### src/rtl/lsu_ctrl_pkg.sv
`default_nettype none
// ============================================================================
// Package  : lsu_ctrl_pkg
// Purpose  : rv32 load/store funct3 encodings, access-size decode, LSU FSM states.
// Revision : 1.0
// ============================================================================
package lsu_ctrl_pkg;

    localparam logic [2:0] LSU_LB  = 3'b000;
    localparam logic [2:0] LSU_LH  = 3'b001;
    localparam logic [2:0] LSU_LW  = 3'b010;
    localparam logic [2:0] LSU_LBU = 3'b100;
    localparam logic [2:0] LSU_LHU = 3'b101;
    localparam logic [2:0] LSU_SB  = 3'b000;
    localparam logic [2:0] LSU_SH  = 3'b001;
    localparam logic [2:0] LSU_SW  = 3'b010;

    typedef enum logic [1:0] {
        SZ_BYTE = 2'd0,
        SZ_HALF = 2'd1,
        SZ_WORD = 2'd2
    } lsu_size_e;

    typedef enum logic [1:0] {
        ST_IDLE = 2'd0,
        ST_REQ  = 2'd1,
        ST_RESP = 2'd2,
        ST_DONE = 2'd3
    } lsu_state_e;

    // Reserved encodings (011/110/111) fall through to a word access.
    function automatic lsu_size_e lsu_size(input logic [2:0] funct3);
        lsu_size_e sz;
        case (funct3)
            LSU_LB, LSU_LBU: sz = SZ_BYTE;
            LSU_LH, LSU_LHU: sz = SZ_HALF;
            default:         sz = SZ_WORD;
        endcase
        return sz;
    endfunction

endpackage
`default_nettype wire

### src/rtl/lsu_align.sv
`default_nettype none
// ============================================================================
// Module   : lsu_align
// Purpose  : byte-lane generation for stores and lane extract/extend for loads.
// Revision : 1.0
// ============================================================================
module lsu_align
    import lsu_ctrl_pkg::*;
#(
    parameter int XLEN = 32
) (
    input  logic [2:0]      st_op_i,
    input  logic [1:0]      st_alo_i,
    input  logic [XLEN-1:0] st_data_i,
    output logic [3:0]      be_o,
    output logic [XLEN-1:0] wdata_o,
    input  logic [2:0]      ld_op_i,
    input  logic [1:0]      ld_alo_i,
    input  logic [XLEN-1:0] rdata_i,
    output logic [XLEN-1:0] ldata_o
);

    logic [XLEN-1:0] w_shifted;

    always_comb begin
        be_o    = 4'b0000;
        wdata_o = '0;
        case (lsu_size(st_op_i))
            SZ_BYTE: begin
                be_o    = 4'b0001 << st_alo_i;
                wdata_o = {4{st_data_i[7:0]}};
            end
            SZ_HALF: begin
                be_o    = 4'b0011 << st_alo_i;
                wdata_o = {2{st_data_i[15:0]}};
            end
            default: begin
                be_o    = 4'b1111;
                wdata_o = st_data_i;
            end
        endcase
    end

    // funct3 bit 2 selects zero extension.
    always_comb begin
        w_shifted = rdata_i >> {ld_alo_i, 3'b000};
        ldata_o   = w_shifted;
        case (lsu_size(ld_op_i))
            SZ_BYTE: ldata_o = {{24{w_shifted[7] & ~ld_op_i[2]}}, w_shifted[7:0]};
            SZ_HALF: ldata_o = {{16{w_shifted[15] & ~ld_op_i[2]}}, w_shifted[15:0]};
            default: ldata_o = w_shifted;
        endcase
    end

endmodule
`default_nettype wire

### src/rtl/lsu_ctrl.sv
`default_nettype none
// ============================================================================
// Module   : lsu_ctrl
// Purpose  : single-outstanding load/store controller on a req/gnt/rvalid bus.
//            Macro LSU_MISALIGN_TRAP_EN: misaligned accesses trap instead of aligning.
// Revision : 1.0
// ============================================================================
module lsu_ctrl
    import lsu_ctrl_pkg::*;
#(
    parameter int XLEN = 32
) (
    input  logic            clk_i,
    input  logic            rst_i,
    input  logic            mem_read_ex,
    input  logic            mem_write_sel_ex,
    input  logic [2:0]      lsu_op_ex,
    input  logic [XLEN-1:0] addr_ex,
    input  logic [XLEN-1:0] store_data_ex,
    output logic            lsu_stall_o,
    output logic            load_valid_o,
    output logic [XLEN-1:0] load_data_o,
    output logic            misalign_o,
    output logic            dmem_req_o,
    output logic            dmem_we_o,
    output logic [XLEN-1:0] dmem_addr_o,
    output logic [3:0]      dmem_be_o,
    output logic [XLEN-1:0] dmem_wdata_o,
    input  logic            dmem_gnt_i,
    input  logic            dmem_rvalid_i,
    input  logic [XLEN-1:0] dmem_rdata_i
);

    lsu_state_e      state_q, state_d;
    logic [2:0]      op_q;
    logic            we_q;
    logic [1:0]      alo_q;
    logic [3:0]      be_q;
    logic [XLEN-1:0] wdata_q;
    logic [XLEN-3:0] waddr_q;
    logic [XLEN-1:0] ldata_q;

    lsu_size_e       w_size;
    logic            w_acc;
    logic            w_misal;
    logic            w_start;
    logic            w_ld_cap;
    logic            w_in_req;
    logic [1:0]      w_alo;
    logic [3:0]      w_be;
    logic [XLEN-1:0] w_wdata;
    logic [XLEN-1:0] w_ldata;

    assign w_size = lsu_size(lsu_op_ex);
    assign w_acc  = mem_read_ex | mem_write_sel_ex;

    // Low address bits are forced aligned; in trap builds they are already aligned here.
    always_comb begin
        w_alo = addr_ex[1:0];
        case (w_size)
            SZ_HALF: w_alo = {addr_ex[1], 1'b0};
            SZ_WORD: w_alo = 2'b00;
            default: w_alo = addr_ex[1:0];
        endcase
    end

`ifdef LSU_MISALIGN_TRAP_EN
    logic misalign_q;

    assign w_misal = ((w_size == SZ_HALF) && addr_ex[0]) ||
                     ((w_size == SZ_WORD) && (addr_ex[1:0] != 2'b00));

    always_ff @(posedge clk_i or posedge rst_i) begin
        if (rst_i) begin
            misalign_q <= 1'b0;
        end else begin
            misalign_q <= (state_q == ST_IDLE) && w_acc && w_misal;
        end
    end

    assign misalign_o = misalign_q;
`else
    assign w_misal    = 1'b0;
    assign misalign_o = 1'b0;
`endif

    lsu_align #(
        .XLEN (XLEN)
    ) u_align (
        .st_op_i   (lsu_op_ex),
        .st_alo_i  (w_alo),
        .st_data_i (store_data_ex),
        .be_o      (w_be),
        .wdata_o   (w_wdata),
        .ld_op_i   (op_q),
        .ld_alo_i  (alo_q),
        .rdata_i   (dmem_rdata_i),
        .ldata_o   (w_ldata)
    );

    always_comb begin
        state_d  = state_q;
        w_start  = 1'b0;
        w_ld_cap = 1'b0;
        case (state_q)
            ST_IDLE: begin
                if (w_acc && !w_misal) begin
                    w_start = 1'b1;
                    state_d = ST_REQ;
                end
            end
            ST_REQ: begin
                if (dmem_gnt_i) begin
                    if (we_q) begin
                        state_d = ST_DONE;
                    end else if (dmem_rvalid_i) begin
                        w_ld_cap = 1'b1;
                        state_d  = ST_DONE;
                    end else begin
                        state_d = ST_RESP;
                    end
                end
            end
            ST_RESP: begin
                if (dmem_rvalid_i) begin
                    w_ld_cap = 1'b1;
                    state_d  = ST_DONE;
                end
            end
            ST_DONE: state_d = ST_IDLE;
            default: state_d = ST_IDLE;
        endcase
    end

    always_ff @(posedge clk_i or posedge rst_i) begin
        if (rst_i) begin
            state_q <= ST_IDLE;
            op_q    <= 3'b000;
            we_q    <= 1'b0;
            alo_q   <= 2'b00;
            be_q    <= 4'b0000;
            wdata_q <= '0;
            waddr_q <= '0;
            ldata_q <= '0;
        end else begin
            state_q <= state_d;
            if (w_start) begin
                op_q    <= lsu_op_ex;
                we_q    <= mem_write_sel_ex;
                alo_q   <= w_alo;
                be_q    <= w_be;
                wdata_q <= w_wdata;
                waddr_q <= addr_ex[XLEN-1:2];
            end
            if (w_ld_cap) begin
                ldata_q <= w_ldata;
            end
        end
    end

    // Bus outputs come straight from the capture registers, so they hold until grant.
    assign w_in_req     = (state_q == ST_REQ);
    assign dmem_req_o   = w_in_req;
    assign dmem_we_o    = w_in_req & we_q;
    assign dmem_addr_o  = w_in_req ? {waddr_q, 2'b00} : '0;
    assign dmem_be_o    = w_in_req ? be_q : 4'b0000;
    assign dmem_wdata_o = w_in_req ? wdata_q : '0;

    assign lsu_stall_o  = ((state_q == ST_IDLE) && w_acc && !w_misal) ||
                          w_in_req || (state_q == ST_RESP);
    assign load_valid_o = (state_q == ST_DONE) && !we_q;
    assign load_data_o  = ldata_q;

endmodule
`default_nettype wire

### config.mk
export PLATFORM = sky130hd
export DESIGN_NAME = lsu_ctrl
export DESIGN_NICKNAME = d
export VERILOG_FILES = /design/src/rtl/lsu_ctrl_pkg.sv /design/src/rtl/lsu_align.sv /design/src/rtl/lsu_ctrl.sv
export SDC_FILE = /design/constraint.sdc
export NUM_CORES = 1
export LEC_CHECK = 0
export CAP_MARGIN = 20
export CORE_AREA = 3 3 121 123
export CTS_CLUSTER_SIZE = 12
export DETAILED_ROUTE_END_ITERATION = 12
export DIE_AREA = 0 0 124 126
export GPL_TIMING_DRIVEN = 0
export PLACE_DENSITY_LB_ADDON = 0.25
export SLEW_MARGIN = 15
export SYNTH_ARGS = -nofsm -noshare
export SYNTH_HDL_FRONTEND = slang
export SYNTH_SLANG_ARGS = --single-unit
### constraint.sdc
create_clock -name clk_i -period 7.7 [get_ports clk_i]
set_input_delay 1.54 -clock clk_i [delete_from_list [all_inputs] [get_ports clk_i]]
set_output_delay 1.54 -clock clk_i [all_outputs]
set_load 0.1 [all_outputs]
==> flow_summary.ini <==
[detailed_routing]
vias = 4727
wl_per_cell_um = 17.34
drtIter0Drc = 238
viasPerCell = 4.986
wl_mm = 16.44
drtPass1Iterations = 4
drc = 0
final_antenna_net_count = 0

[timing]
rsz0062_at_grt = false
post-route-period-util = 0.7537
drv_slew = 0
finalSetupTns_ns = 0
hold_ws_ns = 0.4753
tightestPinTransition_ns = 1.034
setup_viol = 0
relSlewSlack = 0.3087
finClkSkew_ns = 0.006552
fmax_mhz = 172.3
fin_crit_ns = 5.803
final-hold-violation-count = 0

[clocking]
cts_resized = 0
cts_sinks = 106
max-clock-path-buffers = 2
htreeDepth = 3
path_clk_slew_ns = 0.07
cts_hold_buf = 0
clkLatencyLatePin_ns = 0.34
cts-root-buf = clkbuf_16
cts_buffers = 9
cts_tree = done
postCtsSetupBuffers = 0

[die]
start_util = 0.3939
die_y_um = 126
num_rows = 43
die_width_um = 124
die_area_mm2 = 0.01562
core-area_mm2 = 0.01377
ioPinCount = 210

[outcome]
status = complete, no violations

[grt]
grt_pass1_vias = 5019
grt_overflow_total = 0
grt_usage = 0.2134
grt_pass1_wl_mm = 25.98
grt_max_degree = 58
antenna_found_initial = 0

[placed_design]
placed_cells = 932
routabilityCongestion = 0.8695
port_buffers = 205
hpwlAfterDp_mm = 12.59

[synth]
synthCells = 544
ys_types = 32
syn_avg_cell_area_um2 = 9.973
synth_seq_cells = 106
yosysSeqAreaShare = 0.4889
synth_area_mm2 = 0.005425
ys.warnings.count = 0

[layout]
post-route-util = 0.5868
layoutNonFillerInstCount = 948
n_antenna_cell = 0
drive_gt1_frac = 0.1198
layout_commonest_cell = clkdlybuf4s50_1
area_growth_pct = 48.96
final_cell_mix = clkdlybuf4s50_1, dfrtp_1, and2_1
layout.nets = 873

[setup_path]
end_kind = output port
path_class = input port to output port
arrival_ns = 4.26
cp.required_ns = 6.16
path_max_fanout = 10
startpoint_type = input port

[run]
cap_violations = 0

[min_path]
hold_path.class = register to register
cell type report:
cell class                 count  area [um^2]
buffer                        42        203.9
inverter                       6        27.53
fill                        1254         5692
timing repair buffer         206         2079
sequential                   106         2653
clock buffer                  12        266.5
multi-input combinational    392         2554
tap                          180        225.2
clock inverter                 4        72.57
metrics by stage:
step | instance area, um^2 | setup WS [ns]
floorplan | 5433 | 3.247
detailed placement | 7742 | 1.873
CTS | 8082 | 1.864
global route | 8082 | 1.640
global placement | 7710 | 1.781
finish | 8082 | 1.897
metal layers:
metal / wire length, um / GRT usage / up-vias
met5: 0 / 0 / -
met4: 338 / 0.07281 / 0
met3: 1660 / 0.08083 / 22
met2: 7875 / 0.3458 / 181
met1: 6562 / 0.2605 / 2264
li1: - / - / 2260
cell families after synthesis:
| logic type | count (synthesis) | share of synthesized area |
|---|---|---|
| simple gates | 212 | 0.1928 |
| flops | 106 | 0.4889 |
| mux | 91 | 0.1820 |
| compound gates | 81 | 0.08233 |
| buf+inv | 48 | 0.04174 |
| fa+ha+maj | 5 | 0.01153 |
| other cells | 1 | 0.0006912 |
Yosys cell counts:
cell type / number / area, um^2
mux4_2: 1 / 22.52
nand2b_1: 1 / 6.260
nor2_1: 38 / 142.6
nand2_1: 59 / 221.5
ha_1: 5 / 62.56
nand3_1: 32 / 160.2
o21a_1: 2 / 15.01
mux2_2: 51 / 574.3
and2_1: 74 / 462.9
buf_1: 2 / 7.510
nor2_2: 1 / 6.260
and3b_1: 1 / 8.760
buf_8: 1 / 15.01
o31ai_1: 3 / 22.52
dfrtp_1: 106 / 2653
o21ai_0: 44 / 220.2
conb_1: 1 / 3.750
a221o_1: 1 / 10.01
inv_1: 6 / 22.52
buf_6: 1 / 11.26
clkbuf_1: 22 / 82.58
o211a_1: 1 / 10.01
buf_2: 13 / 65.06
or2_2: 1 / 6.260
o211ai_2: 1 / 12.51
o2bb2ai_1: 1 / 8.760
buf_4: 3 / 22.52
nor2b_1: 5 / 31.28
o211ai_1: 1 / 7.510
o21ba_2: 1 / 10.01
mux2i_1: 39 / 390.4
a21oi_1: 26 / 130.1
critical path, cell delays in order:
cell	delay, ns
clkdlybuf4s50_1	0.43
o21ai_0	0.42
buf_2	0.34
buf_1	0.40
nand2_1	0.11
clkdlybuf4s50_1	1.01
path summary, 6_finish.rpt:
path,from,endpoint,slack [ns],cells after the start
setup / recovery,mem_write_sel_ex,lsu_stall_o,1.90,6
setup reg to reg,state_q[1],load_data_o[10],5.50,6
hold / removal,wdata_q[11],wdata_q[11],0.48,2
hold reg to reg,wdata_q[11],wdata_q[11],0.48,2
min in group asynchronous,rst_i,load_data_o[16],1.64,2
max in group asynchronous,rst_i,wdata_q[14],5.41,3
state kept, by name, indices dropped and copies added (netlist names):
| register | count |
|---|---|
| alo_q | 2 |
| we_q | 1 |
| load_data_o | 32 |
| wdata_q | 32 |
| state_q | 2 |
| op_q | 3 |
| waddr_q | 30 |
| be_q | 4 |
Power is not shown: default switching activity piles up to over one toggle a cycle in this logic, so the estimate is an artifact.
